[src/rtl/gpio_in_filter.sv]
// gpio_in_filter: pad resync, per-pin debounce, edge detect, sticky irq.
// Define GPIO_IN_FILTER_IRQ_EN to build pending flags and irq_o.
module gpio_in_filter #(
    parameter int GPIO_NUM        = 8,
    parameter int DEBOUNCE_CYCLES = 16
) (
    input  logic                clk,
    input  logic                resetn,
    input  logic [GPIO_NUM-1:0] pad_i,
    input  logic [GPIO_NUM-1:0] dir_i,
    input  logic [GPIO_NUM-1:0] rise_en_i,
    input  logic [GPIO_NUM-1:0] fall_en_i,
    input  logic [GPIO_NUM-1:0] irq_clr_i,
    output logic [GPIO_NUM-1:0] pin_o,
    output logic [GPIO_NUM-1:0] rise_o,
    output logic [GPIO_NUM-1:0] fall_o,
    output logic [GPIO_NUM-1:0] pending_o,
    output logic                irq_o
);

    // A zero setting behaves like a single-cycle debounce.
    localparam int         DB       = (DEBOUNCE_CYCLES < 1) ? 1 : DEBOUNCE_CYCLES;
    localparam logic [7:0] CNT_LAST = 8'(DB - 1);

    logic [GPIO_NUM-1:0]      sync1_q;
    logic [GPIO_NUM-1:0]      sync2_q;
    logic [GPIO_NUM-1:0][7:0] cnt_q;
    logic [GPIO_NUM-1:0][7:0] cnt_d;
    logic [GPIO_NUM-1:0]      pin_q;
    logic [GPIO_NUM-1:0]      pin_d;
    logic [GPIO_NUM-1:0]      rise_q;
    logic [GPIO_NUM-1:0]      rise_d;
    logic [GPIO_NUM-1:0]      fall_q;
    logic [GPIO_NUM-1:0]      fall_d;

    // Two-flop resynchroniser for the asynchronous pads.
    always_ff @(posedge clk or negedge resetn) begin
        if (!resetn) begin
            sync1_q <= '0;
            sync2_q <= '0;
        end else begin
            sync1_q <= pad_i;
            sync2_q <= sync1_q;
        end
    end

    // Per-pin debounce; output pins just read back the synced level.
    always_comb begin
        pin_d  = pin_q;
        cnt_d  = cnt_q;
        rise_d = '0;
        fall_d = '0;
        for (int i = 0; i < GPIO_NUM; i++) begin
            if (dir_i[i]) begin
                pin_d[i] = sync2_q[i];
                cnt_d[i] = 8'd0;
            end else if (sync2_q[i] == pin_q[i]) begin
                cnt_d[i] = 8'd0;
            end else if (cnt_q[i] == CNT_LAST) begin
                pin_d[i]  = sync2_q[i];
                cnt_d[i]  = 8'd0;
                rise_d[i] = sync2_q[i];
                fall_d[i] = ~sync2_q[i];
            end else begin
                cnt_d[i] = cnt_q[i] + 8'd1;
            end
        end
    end

    // Stable level, counters and registered edge pulses.
    always_ff @(posedge clk or negedge resetn) begin
        if (!resetn) begin
            cnt_q  <= '0;
            pin_q  <= '0;
            rise_q <= '0;
            fall_q <= '0;
        end else begin
            cnt_q  <= cnt_d;
            pin_q  <= pin_d;
            rise_q <= rise_d;
            fall_q <= fall_d;
        end
    end

    assign pin_o  = pin_q;
    assign rise_o = rise_q;
    assign fall_o = fall_q;

`ifdef GPIO_IN_FILTER_IRQ_EN
    logic [GPIO_NUM-1:0] pend_q;
    logic [GPIO_NUM-1:0] pend_d;

    // A new enabled edge beats a clear arriving in the same cycle.
    always_comb begin
        pend_d = (pend_q & ~irq_clr_i)
               | (rise_q & rise_en_i)
               | (fall_q & fall_en_i);
    end

    // Sticky pending flags.
    always_ff @(posedge clk or negedge resetn) begin
        if (!resetn) begin
            pend_q <= '0;
        end else begin
            pend_q <= pend_d;
        end
    end

    assign pending_o = pend_q;
    assign irq_o     = |pend_q;
`else
    logic unused_irq_inputs;

    assign unused_irq_inputs = ^{rise_en_i, fall_en_i, irq_clr_i};
    assign pending_o         = '0;
    assign irq_o             = 1'b0;
`endif

endmodule

[config.mk]
export PLATFORM = sky130hd
export DESIGN_NAME = gpio_in_filter
export DESIGN_NICKNAME = d
export VERILOG_FILES = /design/src/rtl/gpio_in_filter.sv
export SDC_FILE = /design/constraint.sdc
export NUM_CORES = 1
export LEC_CHECK = 0
export BUFFER_PORTS_ARGS = -buffer_cell sky130_fd_sc_hd__buf_4
export CAP_MARGIN = 20
export CORE_MARGIN = 2
export CORE_UTILIZATION = 51
export DETAILED_ROUTE_END_ITERATION = 10
export PLACE_DENSITY = 0.82
export SYNTH_ARGS = -nofsm -noshare
export SYNTH_HDL_FRONTEND = slang
export SYNTH_SLANG_ARGS = --single-unit
[constraint.sdc]
create_clock -name clk -period 4.35 [get_ports clk]
set_input_delay 0.2175 -clock clk [delete_from_list [all_inputs] [get_ports clk]]
set_output_delay 0.2175 -clock clk [all_outputs]
set_load 0.02 [all_outputs]
==> results.json, run 1 <==
{
  "fin_crit_ns": 1.58,
  "switching_share_pct": 24.7,
  "p_switching_w": 0.000432,
  "clk_latency_ns": 0.35,
  "cts_max_level": 3,
  "fin_nets": 520,
  "initial_core_util_pct": 52.8,
  "relSlewSlack_pct": 49.5,
  "synth_area_leaders": "dfrtp_1, or3_1, nand2b_1",
  "p_clk_share_pct": 34.4,
  "synth_sequential_area_ratio_pct": 56.5,
  "tns_ns": 0,
  "antenna_found_initial": 0,
  "drive_above_1_share_pct": 15.8,
  "yosys.area_share.simple_pct": 21.3,
  "grt_max_degree": 63,
  "hold-path-endpoint": "fall_o[1]",
  "cp.arrival_ns": 1.82,
  "slowest_delay_ns": 0.55,
  "wl_um": 8210,
  "p_seq_share_pct": 58.2,
  "grt_pass1_vias": 3386,
  "die_area_um2": 9800,
  "grtUsageTotal_pct": 18.1,
  "postCtsSetupBuffers": 0,
  "clk_pin_slew_ns": 0.10,
  "synthDistinctLibCells": 36,
  "num_vias": 3307,
  "cpMaxStageDelayCell": "or4_4",
  "avgSynthCellArea_um2": 11.2,
  "synth-xor-area-share_pct": 1.90,
  "ff2ff_path_depth": 3,
  "yosysMostFrequentCell": "dfrtp_1",
  "synth_top_family_by_area": "simple AND/OR/NAND/NOR gates",
  "syn_to_final_growth_pct": 15.2,
  "pwr-share-comb_pct": 7.4,
  "rrSetupSlack_ns": 2.77,
  "wl_per_cell_um": 14.1,
  "hold_slack_ns": 0.0328,
  "setup_viol": 0,
  "tightest_slew_ns": 0.758,
  "peakVddDrop_uv": 203,
  "drtIter0Drc": 127,
  "yosys_most_used_dff": "dfrtp_1",
  "synth_compound_area_share_pct": 12.9,
  "boundaryPins": 75,
  "synth_top_area_share_pct": 56.5,
  "postRouteAntennaNets": 0,
  "cts_sinks": 104,
  "netlist_instances": 410,
  "fmax_mhz": 633,
  "status": "finished clean",
  "core_um2": 8720,
  "synth_commonest_cells": "dfrtp_1, or3_1, a21oi_1",
  "dieHeight_um": 99.0,
  "gr-total-overflow": 0,
  "fin_ws_ns": 2.77,
  "port-buffer-count": 41,
  "post-place-ws_ns": 2.79,
  "synth-seq-cells": 104,
  "rsz0062_at_grt": "false",
  "n_antenna_cell": 0,
  "hold_viol_final": 0,
  "p_int_w": 0.00132,
  "fillerInstances": 694,
  "p_per_area_nw_per_um2": 329,
  "r2r-start": "cnt_q[12]",
  "row_count": 34,
  "min_path_type": "input port to flip-flop",
  "syn_area_um2": 4600,
  "drc": 0,
  "gp_congestion": 0.787,
  "fin_area_um2": 5300,
  "worst_r2r_endpoint": "pin_o[1]",
  "maxCapViolCount": 0,
  "finish.utilization_pct": 60.8,
  "drv_slew": 0,
  "cts_made_buffers": 9,
  "hp-start": "dir_i[1]",
  "min_path_cells": 2,
  "synthMuxAreaShare_pct": 1.96,
  "synth-async-reset-ratio_pct": 100,
  "clock_skew_ns": 0.00980,
  "cts_root_buf": "clkbuf_8",
  "start_kind": "flip-flop",
  "first_pass_iters": 5,
  "yosys_warnings": 0,
  "routed_via_density": 5.67,
  "end_kind": "flip-flop",
  "crit_required_ns": 4.59,
  "cts_tree": "done",
  "yosysTopAreaCell": "dfrtp_1",
  "placed_cell_area_um2": 5010,
  "crit_type": "flip-flop to flip-flop",
  "dp_hpwl_um": 5770,
  "cts.path.max_buffers": 2,
  "synthAdderAreaFrac_pct": 2.17,
  "grt_pass1_wl_um": 14600,
  "synth_edf_count": 0,
  "leakage_nw": 2.25,
  "die_w_um": 99.0,
  "path_cells": "or4_4 > o21ai_2 > mux2_1",
  "path_max_fanout": 7,
  "period_share_pct": 36.3
}
[final cells by class]
cell class	count	area [um^2]	share of cell area, %
Clock buffer	9	124	2.34
Clock inverter	7	76.3	1.44
Inverter	20	75.1	1.42
Multi-Input combinational cell	284	1890	35.6
Sequential cell	104	2600	49.1
Tap cell	108	135	2.55
Timing Repair Buffer	51	405	7.64
[layout by cell type (no fill, tap or decap), types with 2 or more instances in the layout]
master         instances
dlygate4sd3_1          9
a41o_1                 6
mux2_2                 7
nand4_1               12
nor2b_1                6
nand2_1               18
xnor2_1                8
dfrtp_1              104
or3_1                 32
nand3_1               16
a21o_1                 6
a31oi_1                8
buf_4                 42
nor2_1                16
inv_1                 20
a211oi_1               6
a21oi_1               26
clkinvlp_4             2
a311oi_1               4
and3_1                 2
a221o_1                4
xor2_1                 2
clkbuf_8               9
nor3_1                18
conb_1                 9
inv_6                  3
o21ai_0               24
nand2b_1              24
nor4b_1                4
a22o_1                 4
ha_1                   8
nor4_4                 7
[routing by layer]
layer,wire length (um),share of wire [%],vias up,global-route usage [%]
met5,0,0,-,0
met4,97,1.2,0,6.32
met3,270,3.3,13,3.48
met2,4320,53,55,32.7
met1,3530,43,1626,21.7
li1,-,-,1613,-
[worst max path at each step]
stage	slack, ns	cells after the start	to	start
after detailed placement	2.79	3	pin_o[1]	cnt_q[12]
final	2.77	3	pin_o[1]	cnt_q[12]
after global placement	2.81	3	pin_o[1]	cnt_q[12]
after floorplan	2.86	3	pin_o[1]	cnt_q[12]
after global routing	2.56	3	cnt_q[27]	resetn
after CTS	2.75	3	cnt_q[24]	resetn
[state kept, by name (all words and copies together), names as in the netlist]
| name | flops |
|---|---|
| cnt_q | 64 |
| rise_o | 8 |
| sync1_q | 8 |
| sync2_q | 8 |
| fall_o | 8 |
| pin_o | 8 |
[power groups by stage]
stage	combinational, W	clock [W]	sequential, W
2_1_floorplan	0.0000643	0	0.00104
5_1_grt	0.000145	0.000662	0.00102
3_5_place_dp	0.000125	0	0.00104
4_1_cts	0.000132	0.000623	0.00102
6_report	0.000129	0.000601	0.00102
3_3_place_gp	0.000121	0	0.00103
[through the flow]
stage / std cells / power, W
5_1_grt: 583 / 0.00183
3_5_place_dp: 558 / 0.00116
3_3_place_gp: 558 / 0.00116
6_report: 583 / 0.00175
2_1_floorplan: 418 / 0.00110
4_1_cts: 583 / 0.00177
[critical path, delay by kind of cell, from the launching register on]
kind            cells  cell delay [ns]
compound gates      1             0.13
flops               1             0.46
mux                 1             0.33
simple gates        1             0.55
[kinds of logic after synthesis]
group	Yosys count
AOI/OAI and AO/OA	91
xor gates and xnor gates	10
adders and majority gates	8
buffers and inverters	30
DFF	104
muxes	8
other	1
and+or+nand+nor	158
[timing repair]
action,in CTS,in global routing
gates resized for setup,0,0
endpoints found under the hold margin,69,0
hold buffers,9,0
No activity file was read; power rests on OpenSTA's default activity.
==> inputs of run 2 (changes only) <==
--- a/config.mk
+++ b/config.mk
@@ -5,6 +5,7 @@
 export SDC_FILE = /design/constraint.sdc
 export NUM_CORES = 1
 export LEC_CHECK = 0
+export ABC_AREA = 1
 export BUFFER_PORTS_ARGS = -buffer_cell sky130_fd_sc_hd__buf_4
 export CAP_MARGIN = 20
 export CORE_MARGIN = 2
==> constraint.sdc (replaced) <==
create_clock -name clk -period 1.7 [get_ports clk]
set_input_delay 0.085 -clock clk [delete_from_list [all_inputs] [get_ports clk]]
set_output_delay 0.085 -clock clk [all_outputs]
set_load 0.02 [all_outputs]
==> results.json, run 2 <==
{
  "synth_sequential_area_ratio_pct": 54.5,
  "fin_crit_ns": 1.29,
  "grt_pass1_vias": 3604,
  "synthMuxAreaShare_pct": 0,
  "port-buffer-count": 41,
  "multiInputGateArea_um2": 1900,
  "mostFrequentLayoutCell": "nand2_1",
  "wl_met3_um": 266,
  "dieHeight_um": 101,
  "synth-async-reset-ratio_pct": 100,
  "drv_slew": 0,
  "worst_r2r_endpoint": "cnt_q[14]",
  "tightest_slew_ns": 0.523,
  "antenna_found_initial": 0,
  "core_um2": 9150,
  "die_w_um": 101,
  "synth_top_family_by_area": "simple AND/OR/NAND/NOR gates",
  "ff2ff_path_depth": 6,
  "maxCapViolCount": 0,
  "rrSetupSlack_ns": 0.41,
  "end_kind": "flip-flop",
  "wirelength_met1_um": 3650,
  "avgSynthCellArea_um2": 9.21,
  "crit_required_ns": 1.94,
  "peakVddDrop_uv": 443,
  "p_switching_w": 0.00106,
  "drc": 0,
  "crit_type": "flip-flop to flip-flop",
  "tns_ns": 0,
  "start_kind": "flip-flop",
  "rsz0062_at_grt": "false",
  "grt_pass1_wl_um": 15000,
  "hold_viol_final": 0,
  "final_cell_mix": "nand2_1, dfrtp_1, nor2_1",
  "routed_via_density": 5.02,
  "cts_tree": "done",
  "cp.arrival_ns": 1.53,
  "hold_slack_ns": 0.0656,
  "drive_above_1_share_pct": 15.2,
  "synth_edf_count": 0,
  "synth_top_area_share_pct": 54.5,
  "die_area_um2": 10100,
  "yosysTopAreaCell": "dfrtp_1",
  "grt_max_degree": 41,
  "gr-total-overflow": 0,
  "grtUsageTotal_pct": 18.2,
  "yosys_warnings": 0,
  "p_per_area_nw_per_um2": 830,
  "fin_nets": 640,
  "path_max_fanout": 6,
  "largest_reg_flops": 64,
  "p_clk_share_pct": 36.2,
  "gp_congestion": 0.841,
  "cts_root_buf": "clkbuf_8",
  "syn_to_final_growth_pct": 17.6,
  "cts_made_buffers": 9,
  "leakage_nw": 2.77,
  "period_share_pct": 75.7,
  "yosys.area_share.simple_pct": 29.3,
  "synthDistinctLibCells": 24,
  "status": "finished clean",
  "first_pass_iters": 4,
  "yosys_most_used_dff": "dfrtp_1",
  "endpoint": "cnt_q[14]",
  "top_layer": "met4",
  "dp_hpwl_um": 6170,
  "seq_area_um2": 2600,
  "drtIter0Drc": 164,
  "cp-startpoint": "cnt_q[8]",
  "synth-seq-cells": 104,
  "setup_viol": 0,
  "cts.path.max_buffers": 2,
  "num_vias": 3540,
  "clk_pin_slew_ns": 0.09,
  "postCtsResizedCells": 0,
  "synth_commonest_cells": "nand2_1, dfrtp_1, nor2_1",
  "pwr-share-comb_pct": 8.3,
  "cts_sinks": 104,
  "clock_skew_ns": 0.0128,
  "fmax_mhz": 777,
  "wl_um": 8490,
  "row_count": 35,
  "regMostFlops": "cnt_q",
  "initial_core_util_pct": 52.2,
  "min_path_type": "input port to flip-flop",
  "boundaryPins": 75,
  "synth-xor-area-share_pct": 3.67,
  "yosysMostFrequentCell": "nand2_1",
  "relSlewSlack_pct": 65.1,
  "instances_no_fill": 705,
  "wl_per_cell_um": 12.0,
  "clk_latency_ns": 0.35,
  "syn_area_um2": 4770,
  "synth_area_leaders": "dfrtp_1, nand2_1, nor2_1",
  "postRouteAntennaNets": 0,
  "p_seq_share_pct": 55.5,
  "switching_share_pct": 22.8,
  "synth_compound_area_share_pct": 4.09,
  "n_antenna_cell": 0,
  "dp.cells": 674,
  "fillerInstances": 721,
  "netlist_instances": 518,
  "route.met2.wl_um": 4430,
  "p_int_w": 0.00359,
  "cts_max_level": 3,
  "r2r-start": "cnt_q[8]",
  "synthAdderAreaFrac_pct": 2.10
}
[run 2: cell count changes after synthesis, sizes merged, moves of 21 or more]
cell / delta
or3: -32
nand2: +94
nor2: +78
o21bai: +22
inv: +42
nand2b: -24
nand3: +21
a21oi: -26
[run 2: area by class of cell]
class | count | share of cell area [%]
Clock inverter | 3 | 1.16
Sequential cell | 104 | 46.4
Multi-Input combinational cell | 351 | 33.9
Clock buffer | 12 | 2.76
Timing Repair Buffer | 62 | 9.23
Inverter | 62 | 4.15
Tap cell | 111 | 2.47
[run 2: how the worst min path moves through the flow]
| stage | startpoint | endpoint | cells past startpoint | slack (ns) |
|---|---|---|---|---|
| 2_1_floorplan | resetn | cnt_q[0] | 0 | -0.21 |
| 3_3_place_gp | resetn | fall_o[2] | 1 | 0.1 |
| 3_5_place_dp | resetn | sync2_q[5] | 1 | 0.10 |
| 4_1_cts | dir_i[1] | cnt_q[9] | 4 | 0.05 |
| 5_1_grt | dir_i[1] | cnt_q[13] | 4 | 0.06 |
| 6_report | dir_i[1] | cnt_q[13] | 4 | 0.07 |
[run 2: cells by family (layout without fill, tap and decap cells)]
family | after synthesis | count (layout)
AO/OA/AOI/OAI | 28 | 28
XOR/XNOR | 20 | 20
adder cells (fa/ha/maj) | 8 | 8
buffers and inverters | 71 | 139
flip-flops | 104 | 104
other | 1 | 9
AND/OR/NAND/NOR | 286 | 286
[run 2: per-stage QoR]
stage	setup WS, ns	util, %	instance area, um^2	total power [W]
2_1_floorplan	0.572	-	4800	0.00284
3_5_place_dp	0.418	57.2	5230	0.00300
6_report	0.414	61.3	5610	0.00466
4_1_cts	0.405	61.3	5610	0.00471
5_1_grt	0.217	61.3	5610	0.00484
3_3_place_gp	0.482	57.2	5230	0.00298
[run 2: what timing repair did]
action	in CTS	in global routing
hold buffers	16	0
endpoints found under the hold margin	59	0
setup buffers	0	0
[run 2: worst max-delay path, stage by stage, from the launching register on]
cell	delay, ns
dfrtp_1	0.38
ha_1	0.20
nand2_1	0.10
nor2_1	0.15
nand3_1	0.13
nand2_2	0.16
nor2_1	0.05
[run 2: power groups by stage]
stage	sequential, W	combinational [W]	clock (W)
after floorplan	0.00265	0.000196	0
after detailed placement	0.00263	0.000363	0
after CTS	0.00258	0.000393	0.00173
after global placement	0.00263	0.000348	0
final	0.00258	0.000387	0.00168
after global routing	0.00260	0.000435	0.00181
[run 2: layer usage]
layer  vias to the layer above  track usage [%]
li1                       1760                -
met1                      1704             21.8
met2                        63             32.6
met3                        13             3.54
met4                         0             6.53
met5                         -                0
==> inputs of run 3 (changes only) <==
==> constraint.sdc (replaced) <==
create_clock -name clk -period 1.3 [get_ports clk]
set_input_delay 0.065 -clock clk [delete_from_list [all_inputs] [get_ports clk]]
set_output_delay 0.065 -clock clk [all_outputs]
set_load 0.02 [all_outputs]
==> results.json, run 3 (synthesized netlist as in run 2, its figures left out) <==
{
  "fin_ws_ns": 0.0719,
  "drtIter0Drc": 146,
  "route.met2.wl_um": 4460,
  "fin_crit_ns": 1.23,
  "wl_per_cell_um": 12.0,
  "antenna_found_initial": 0,
  "n_antenna_cell": 0,
  "path_max_fanout": 6,
  "drive_above_1_share_pct": 18.7,
  "min_path_type": "input port to flip-flop",
  "grtUsageTotal_pct": 17.6,
  "instances_no_fill": 709,
  "p_seq_share_pct": 53.4,
  "cpMaxStageDelayCell": "dfrtp_1",
  "clock_skew_ns": 0.00757,
  "grt_pass1_wl_um": 14500,
  "multiInputGateArea_um2": 2050,
  "cts_max_level": 3,
  "placed_cell_area_um2": 5240,
  "start_kind": "flip-flop",
  "num_vias": 3549,
  "fin_area_um2": 5850,
  "path_depth": 6,
  "die_area_um2": 10100,
  "initial_core_util_pct": 52.2,
  "power_w": 0.00634,
  "top_layer": "met4",
  "wl_um": 8510,
  "slowest_delay_ns": 0.44,
  "dp.cells": 672,
  "syn_to_final_growth_pct": 22.5,
  "fmax_mhz": 814,
  "period_share_pct": 94.5,
  "critPathTopFamily": "simple AND/OR/NAND/NOR gates",
  "die_w_um": 101,
  "regMostFlops": "cnt_q",
  "cts_made_buffers": 9,
  "peakVddDrop_uv": 700,
  "rrSetupSlack_ns": 0.07,
  "mostFrequentLayoutCell": "dfrtp_1",
  "clk_latency_ns": 0.35,
  "finish.utilization_pct": 63.9,
  "path_cells": "ha_4 > nand2_4 > nor2_4 > nand3_4 > nand3b_4 > nor2_1",
  "first_pass_iters": 4,
  "fin_nets": 643,
  "dieHeight_um": 101,
  "fillerInstances": 714,
  "postRouteAntennaNets": 0,
  "post-place-ws_ns": 0.0209,
  "cp-startpoint": "cnt_q[56]",
  "crit_buf_inv": 0,
  "endpoint": "cnt_q[59]",
  "p_int_w": 0.00493,
  "hold_viol_final": 0,
  "seq_area_um2": 2600,
  "maxCapViolCount": 0,
  "core_um2": 9150,
  "cts_root_buf": "clkbuf_8",
  "p_clk_share_pct": 38.3,
  "r2r-start": "cnt_q[56]",
  "end_kind": "flip-flop",
  "p_switching_w": 0.00141,
  "cts_tree": "done",
  "pwr-share-comb_pct": 8.4,
  "gp_congestion": 0.827,
  "setup_viol": 0,
  "p_per_area_nw_per_um2": 1090,
  "dp_hpwl_um": 5890,
  "leakage_nw": 2.85,
  "wirelength_met1_um": 3740,
  "drc": 0,
  "ff2ff_path_depth": 6,
  "gr-total-overflow": 0,
  "routed_via_density": 5.01,
  "drv_slew": 0,
  "grt_pass1_vias": 3485,
  "switching_share_pct": 22.2,
  "crit_type": "flip-flop to flip-flop",
  "grt_max_degree": 32,
  "final_cell_mix": "dfrtp_1, nand2_1, nor2_1",
  "port-buffer-count": 41,
  "worst_r2r_endpoint": "cnt_q[59]",
  "cp.arrival_ns": 1.47,
  "crit_required_ns": 1.54,
  "cts_sinks": 104,
  "largest_reg_flops": 64,
  "status": "finished clean",
  "row_count": 35,
  "wl_met3_um": 192,
  "clk_pin_slew_ns": 0.09,
  "boundaryPins": 75,
  "cts.path.max_buffers": 2
}
==> run 3: area by class of cell <==
cell class / count / area share, %
clock buffer: 12 / 2.65
clock inverter: 4 / 1.69
inverter: 62 / 3.98
multi-input combinational: 351 / 35.1
sequential: 104 / 44.5
tap: 111 / 2.38
timing repair buffer: 65 / 9.67
==> run 3: routing by layer <==
layer	vias up	track usage, %
li1	1772	-
met1	1720	21.5
met2	47	31.0
met3	10	3.26
met4	0	6.32
met5	-	0
==> run 3: what timing repair did <==
action	CTS	global route
buffers inserted	0	5
hold endpoints to repair	54	0
endpoints found under the setup margin	0	61
resized for setup	0	32
hold buffers	16	0
==> run 3: how the worst min path moves through the flow <==
stage,startpoint,end,slack [ns],cells past startpoint
2_1_floorplan,resetn,cnt_q[0],-0.23,0
3_3_place_gp,resetn,sync2_q[5],0.04,1
3_5_place_dp,resetn,sync2_q[5],0.04,1
4_1_cts,dir_i[1],rise_o[1],0.04,4
5_1_grt,dir_i[1],cnt_q[10],0.05,4
6_report,dir_i[1],rise_o[1],0.06,4
==> run 3: metrics by stage <==
| stage | TNS (ns) | hold slack [ns] |
|---|---|---|
| 3_5_place_dp | 0 | 0.0429 |
| 4_1_cts | 0 | 0.0404 |
| 2_1_floorplan | 0 | -0.231 |
| 3_3_place_gp | 0 | 0.0410 |
| 6_report | 0 | 0.0630 |
| 5_1_grt | -0.0818 | 0.0477 |
==> run 3: power groups by stage <==
| stage | combinational [W] | sequential (W) | clock (W) |
|---|---|---|---|
| floorplan | 0.000256 | 0.00346 | 0 |
| global placement | 0.000459 | 0.00344 | 0 |
| detailed placement | 0.000475 | 0.00345 | 0 |
| CTS | 0.000513 | 0.00338 | 0.00250 |
| global route | 0.000599 | 0.00340 | 0.00264 |
| finish | 0.000532 | 0.00339 | 0.00243 |
==> run 3: worst reg2reg max path, cell delays in order, from the launching register on <==
cell and delay, ns:
dfrtp_1 0.44, ha_4 0.17, nand2_4 0.06, nor2_4 0.14, nand3_4 0.11, nand3b_4 0.13
nor2_1 0.06
